--- config.mk ---
export PLATFORM = sky130hd
export DESIGN_NAME = cd_spi_slave
export DESIGN_NICKNAME = d
export VERILOG_FILES = /design/src/rtl/cd_spi_pkg.sv /design/src/rtl/cd_sync.sv /design/src/rtl/cd_spi_slave.sv
export SDC_FILE = /design/constraint.sdc
export NUM_CORES = 1
export LEC_CHECK = 0
export CAP_MARGIN = 15
export CORE_UTILIZATION = 55
export CTS_CLUSTER_DIAMETER = 60
export DETAILED_ROUTE_END_ITERATION = 8
export MAX_ROUTING_LAYER = met4
export PLACE_DENSITY = 0.87
export SYNTH_ARGS = -nofsm -noshare
export SYNTH_HDL_FRONTEND = slang
export SYNTH_SLANG_ARGS = --single-unit
--- constraint.sdc ---
create_clock -name clk -period 2.85 [get_ports clk]
set_input_delay 0.855 -clock clk [delete_from_list [all_inputs] [get_ports clk]]
set_output_delay 0.855 -clock clk [all_outputs]
set_load 0.05 [all_outputs]
--- src/rtl/cd_spi_pkg.sv ---
// rtl/cd_spi_pkg.sv - shared types and constants for the CDBUS SPI slave bridge
package cd_spi_pkg;

    typedef enum logic [1:0] {
        ST_IDLE  = 2'd0,
        ST_CMD   = 2'd1,
        ST_WDATA = 2'd2,
        ST_RDATA = 2'd3
    } spi_state_e;

    localparam int CMD_WR_BIT     = 7;
    localparam int DEFAULT_ADDR_W = 5;

endpackage

--- src/rtl/cd_sync.sv ---
// rtl/cd_sync.sv - multi-stage flip-flop synchronizer for one asynchronous input
module cd_sync #(
    parameter int STAGES = 2
) (
    input  logic clk,
    input  logic reset_n,
    input  logic d,
    output logic q
);

    logic [STAGES-1:0] ff;

    // Resetting low keeps a still-low NSS from looking like a fresh fall after reset.
    always_ff @(posedge clk or negedge reset_n) begin
        if (!reset_n) begin
            ff <= '0;
        end else begin
            ff <= {ff[STAGES-2:0], d};
        end
    end

    assign q = ff[STAGES-1];

endmodule

--- src/rtl/cd_spi_slave.sv ---
// rtl/cd_spi_slave.sv - oversampled SPI mode-0 slave bridging to the CDBUS CSR bus
module cd_spi_slave
    import cd_spi_pkg::*;
#(
    parameter int SYNC_STAGES = 2,
    parameter int ADDR_W      = DEFAULT_ADDR_W
) (
    input  logic              clk,
    input  logic              reset_n,
    input  logic              spi_sck,
    input  logic              spi_nss,
    input  logic              spi_mosi,
    output logic              spi_miso,
    output logic              spi_miso_oe,
    output logic              chip_select,
    output logic [ADDR_W-1:0] csr_address,
    output logic              csr_read,
    input  logic [7:0]        csr_readdata,
    output logic              csr_write,
    output logic [7:0]        csr_writedata
);

    logic sck_s, nss_s, mosi_s;
    logic sck_d, nss_d;
    logic sck_rise, sck_fall, nss_rise, nss_fall;

    cd_sync #(.STAGES(SYNC_STAGES)) u_sync_sck  (.clk(clk), .reset_n(reset_n), .d(spi_sck),  .q(sck_s));
    cd_sync #(.STAGES(SYNC_STAGES)) u_sync_nss  (.clk(clk), .reset_n(reset_n), .d(spi_nss),  .q(nss_s));
    cd_sync #(.STAGES(SYNC_STAGES)) u_sync_mosi (.clk(clk), .reset_n(reset_n), .d(spi_mosi), .q(mosi_s));

    always_ff @(posedge clk or negedge reset_n) begin
        if (!reset_n) begin
            sck_d <= 1'b0;
            nss_d <= 1'b0;
        end else begin
            sck_d <= sck_s;
            nss_d <= nss_s;
        end
    end

    assign sck_rise = sck_s & ~sck_d;
    assign sck_fall = ~sck_s & sck_d;
    assign nss_rise = nss_s & ~nss_d;
    assign nss_fall = ~nss_s & nss_d;

    spi_state_e state, state_next;
    logic [2:0] bit_cnt;
    logic [7:0] rx_sr, tx_sr, rx_byte;
    logic       byte_done, wr_req, rd_req, addr_load;

    always_ff @(posedge clk or negedge reset_n) begin
        if (!reset_n) begin
            state <= ST_IDLE;
        end else begin
            state <= state_next;
        end
    end

    always_comb begin
        state_next = state;
        wr_req     = 1'b0;
        rd_req     = 1'b0;
        addr_load  = 1'b0;
        rx_byte    = {rx_sr[6:0], mosi_s};
        byte_done  = sck_rise && (bit_cnt == 3'd7);
        case (state)
            ST_IDLE: begin
                if (nss_fall) state_next = ST_CMD;
            end
            ST_CMD: begin
                if (byte_done) begin
                    addr_load = 1'b1;
                    if (rx_byte[CMD_WR_BIT]) begin
                        state_next = ST_WDATA;
                    end else begin
                        state_next = ST_RDATA;
                        rd_req     = 1'b1;
                    end
                end
            end
            ST_WDATA: begin
                if (byte_done) wr_req = 1'b1;
            end
            ST_RDATA: begin
                if (byte_done) rd_req = 1'b1;
            end
            default: state_next = ST_IDLE;
        endcase
        // Deselect wins over a byte completing in the same cycle.
        if (nss_rise) begin
            state_next = ST_IDLE;
            wr_req     = 1'b0;
            rd_req     = 1'b0;
            addr_load  = 1'b0;
        end
    end

    always_ff @(posedge clk or negedge reset_n) begin
        if (!reset_n) begin
            bit_cnt       <= 3'd0;
            rx_sr         <= 8'h00;
            tx_sr         <= 8'h00;
            csr_address   <= '0;
            csr_read      <= 1'b0;
            csr_write     <= 1'b0;
            csr_writedata <= 8'h00;
        end else begin
            csr_read  <= rd_req;
            csr_write <= wr_req;
            if (wr_req)    csr_writedata <= rx_byte;
            if (addr_load) csr_address   <= rx_byte[ADDR_W-1:0];
            if (state == ST_IDLE || state_next == ST_IDLE) begin
                bit_cnt <= 3'd0;
            end else if (sck_rise) begin
                bit_cnt <= bit_cnt + 3'd1;
                rx_sr   <= rx_byte;
            end
            // The fall right after a byte boundary must not shift away the freshly loaded MSB.
            if (csr_read) begin
                tx_sr <= csr_readdata;
            end else if (state == ST_RDATA && sck_fall && bit_cnt != 3'd0) begin
                tx_sr <= {tx_sr[6:0], 1'b0};
            end
        end
    end

    assign chip_select = (state != ST_IDLE);
    assign spi_miso_oe = chip_select;
    assign spi_miso    = (state == ST_RDATA) && tx_sr[7];

endmodule

==> impl_metrics.env, run 1 <==
export IMPL_coreArea_mm2=0.003053
export IMPL_multi_input_area_um2=663.1
export IMPL_cp_endpoint="csr_read"
export IMPL_cp_depth=1
export IMPL_ys_warnings_count=0
export IMPL_wl_um=3265
export IMPL_avgSynthCellArea_um2=13.31
export IMPL_antenna_found_initial=0
export IMPL_grt_max_degree=44
export IMPL_critPathRequiredTime_ns=2.00
export IMPL_grt_pass1_vias=1185
export IMPL_crit_fanout=17
export IMPL_cts_root_buf="clkbuf_4"
export IMPL_first_pass_iters=4
export IMPL_final_cells=210
export IMPL_clk_path_buf_depth=2
export IMPL_antenna_cells=0
export IMPL_cts_made_buffers=5
export IMPL_syn_cell_area_mm2=0.001783
export IMPL_postCtsResizedCells=0
export IMPL_r2r_slack_ns=0.78
export IMPL_syn_num_nets=150
export IMPL_worstMarginPinSlew_ns=0.9079
export IMPL_cts_sinks=43
export IMPL_setup_tns_final_ns=0
export IMPL_ys_ff_latch=43
export IMPL_p_leak_nw=0.9795
export IMPL_cpMaxStageDelayCell="clkdlybuf4s50_1"
export IMPL_dp_hpwl_um=2310
export IMPL_cts_tree="built"
export IMPL_die_area_mm2=0.003473
export IMPL_status="completed"
export IMPL_cp_cell_sequence="clkdlybuf4s50_1"
export IMPL_wl_per_cell_um=15.55
export IMPL_maxCapViolations=0
export IMPL_clock_skew_final_ns=0.01089
export IMPL_grt_first_pass_wirelength_um=5457
export IMPL_clk_latency_ns=0.35
export IMPL_ant_nets=0
export IMPL_rows=20
export IMPL_dieHeight_um=58.94
export IMPL_arrival_ns=1.84
export IMPL_reg2reg_to="csr_writedata[0]"
export IMPL_dp_cells=202
export IMPL_crit_type="flip-flop to output port"
export IMPL_finalHoldViolCount=0
export IMPL_htree_levels=2
export IMPL_max_freq_ghz=0.3715
export IMPL_ir_drop_uv=362.6
export IMPL_crit_family="buffers and inverters"
export IMPL_period_minus_slack_ns=2.692
export IMPL_hold_slack_ns=0.3646
export IMPL_final_nets=181
export IMPL_synth_cell_types=26
export IMPL_portBuffers=30
export IMPL_worst_path_buf_inv=1
export IMPL_areaGrowthSynthToFinish_pct=21.05
export IMPL_clk_pin_slew_ns=0.12
export IMPL_slew_viol_final=0
export IMPL_timing_final_crit_share_pct=94.45
export IMPL_dieWidth_um=58.94
export IMPL_seq_area_mm2=0.001076
export IMPL_ioPinCount=31
export IMPL_drt_iter0_markers=32
export IMPL_finalSetupViolCount=0
export IMPL_hold_buffers=0
export IMPL_vias_per_cell=5.424
export IMPL_layout_drive_gt1_share_pct=19.28
export IMPL_min_path_type="flip-flop to flip-flop"
export IMPL_worstSetupEndpointType="output port"
export IMPL_drc=0
export IMPL_relSlewSlack_pct=39.47
export IMPL_cpPeakStageDelay_ns=0.88
export IMPL_grtUsageTotal_pct=22.42
export IMPL_rsz0062_at_grt="false"
export IMPL_initial_core_util_pct=58.40
export IMPL_rr_worst_depth=5
export IMPL_grt_ovfl_total=0
export IMPL_postSynthCellCount=134
export IMPL_ys_seq_area_share_pct=60.35
export IMPL_cp_startpoint="csr_read"
export IMPL_rr_startpoint="bit_cnt[0]"
export IMPL_vias=1139
export IMPL_start_kind="flip-flop"
export IMPL_cts_setup_buffers=0
export IMPL_place_congestion=0.7924
export IMPL_powerDensity_mw_per_mm2=506.5
export IMPL_nFillCells=225
[worst min path at each step]
| stage | depth (start not counted) | from | end | slack [ns] |
|---|---|---|---|---|
| 3_3_place_gp | 0 | u_sync_sck.ff[0] | u_sync_sck.ff[1] | 0.33 |
| 5_1_grt | 0 | u_sync_nss.ff[0] | u_sync_nss.ff[1] | 0.38 |
| 4_1_cts | 0 | u_sync_nss.ff[0] | u_sync_nss.ff[1] | 0.37 |
| 2_1_floorplan | 0 | u_sync_mosi.ff[0] | u_sync_mosi.ff[1] | 0.33 |
| 6_report | 0 | u_sync_nss.ff[0] | u_sync_nss.ff[1] | 0.36 |
| 3_5_place_dp | 0 | u_sync_nss.ff[0] | u_sync_nss.ff[1] | 0.34 |
[stage by stage]
step           area [µm²]  setup WS, ns  util, %  power, mW
2_1_floorplan        1783        0.8379        -     0.7674
3_3_place_gp         2097        0.4714    68.69     0.8090
3_5_place_dp         2097        0.4296    68.69     0.8221
4_1_cts              2151       0.02394    70.45      1.102
5_1_grt              2158       0.05987    70.70      1.145
6_report             2158        0.1582    70.70      1.093
[area by class of cell]
cell class	count	share of cell area, %
Clock buffer	6	1.913
Clock inverter	2	0.5797
Inverter	2	0.3478
Multi-Input combinational cell	83	30.72
Sequential cell	43	49.85
Tap cell	44	2.551
Timing Repair Buffer	30	14.03
[cells in the final DEF, fill, tap and decap left out, drive strengths merged, types with 3 or more instances in the layout]
| cell type | n |
|---|---|
| dfrtp | 43 |
| o21ai | 9 |
| a21oi | 7 |
| nor2 | 5 |
| a31oi | 7 |
| clkbuf | 6 |
| mux2 | 20 |
| dlymetal6s2s | 3 |
| nor2b | 12 |
| clkdlybuf4s50 | 26 |
| nand2 | 4 |
| ha | 3 |
[report_power, final]
part           switching [mW]  total (mW)  internal [mW]
combinational          0.0521       0.111         0.0587
sequential             0.0440       0.699          0.655
clock                   0.188       0.284         0.0953
total                   0.285        1.09          0.809
[kinds of logic (layout without fill, tap and decap cells)]
group                    Yosys count  in the layout  share of synthesized area [%]
AO/OA/AOI/OAI                     25             25                          7.789
XOR/XNOR                           1              1                         0.4913
adder cells (fa/ha/maj)            3              3                          2.105
buffers and inverters              8             40                          2.457
flip-flops                        43             43                          60.35
multiplexers                      22             22                          13.75
AND/OR/NAND/NOR                   32             32                          13.05
[routing by layer]
metal	vias to the layer above	GRT usage (%)	share of wire [%]
li1	532	-	-
met1	566	26.89	42
met2	36	37.01	52
met3	5	6.593	4.7
met4	0	6.122	1.2
met5	-	-	0
[sequential cells by signal, summed over array words and instances (netlist names)]
| name | flops |
|---|---|
| csr_writedata | 8 |
| tx_sr | 8 |
| rx_sr | 7 |
| csr_address | 5 |
| bit_cnt | 3 |
| state | 2 |
| u_sync_mosi.ff | 2 |
| u_sync_nss.ff | 2 |
| u_sync_sck.ff | 2 |
| csr_read | 1 |
| csr_write | 1 |
| nss_d | 1 |
| sck_d | 1 |
[cell usage after synthesis]
library cell / instances / area (µm²)
dfrtp_1: 43 / 1076
mux2_2: 20 / 225.2
nor2b_1: 12 / 75.07
o21ai_0: 9 / 45.04
a21oi_1: 7 / 35.03
a31oi_1: 7 / 43.79
nor2_1: 5 / 18.77
nand2_1: 4 / 15.01
ha_1: 3 / 37.54
and3_1: 2 / 12.51
buf_2: 2 / 10.01
clkbuf_1: 2 / 7.510
inv_1: 2 / 7.510
mux2i_1: 2 / 20.02
nand2b_1: 2 / 12.51
nor4b_4: 2 / 47.55
a41oi_1: 1 / 8.760
and4b_1: 1 / 10.01
buf_4: 1 / 7.510
buf_6: 1 / 11.26
nand3b_4: 1 / 20.02
nand4_1: 1 / 6.260
nand4b_1: 1 / 8.760
o22ai_1: 1 / 6.260
or2_2: 1 / 6.260
xnor2_1: 1 / 8.760
Note: power is estimated with default switching activity, not from simulation.
==> run 2: changes to the inputs <==
--- a/config.mk
+++ b/config.mk
@@ -5,6 +5,7 @@
 export SDC_FILE = /design/constraint.sdc
 export NUM_CORES = 1
 export LEC_CHECK = 0
+export ABC_CLOCK_PERIOD_IN_PS = 2850
 export CAP_MARGIN = 15
 export CORE_UTILIZATION = 55
 export CTS_CLUSTER_DIAMETER = 60
==> results of run 2 <==
The final DEF is identical to that of run 1; final timing and power are the same.
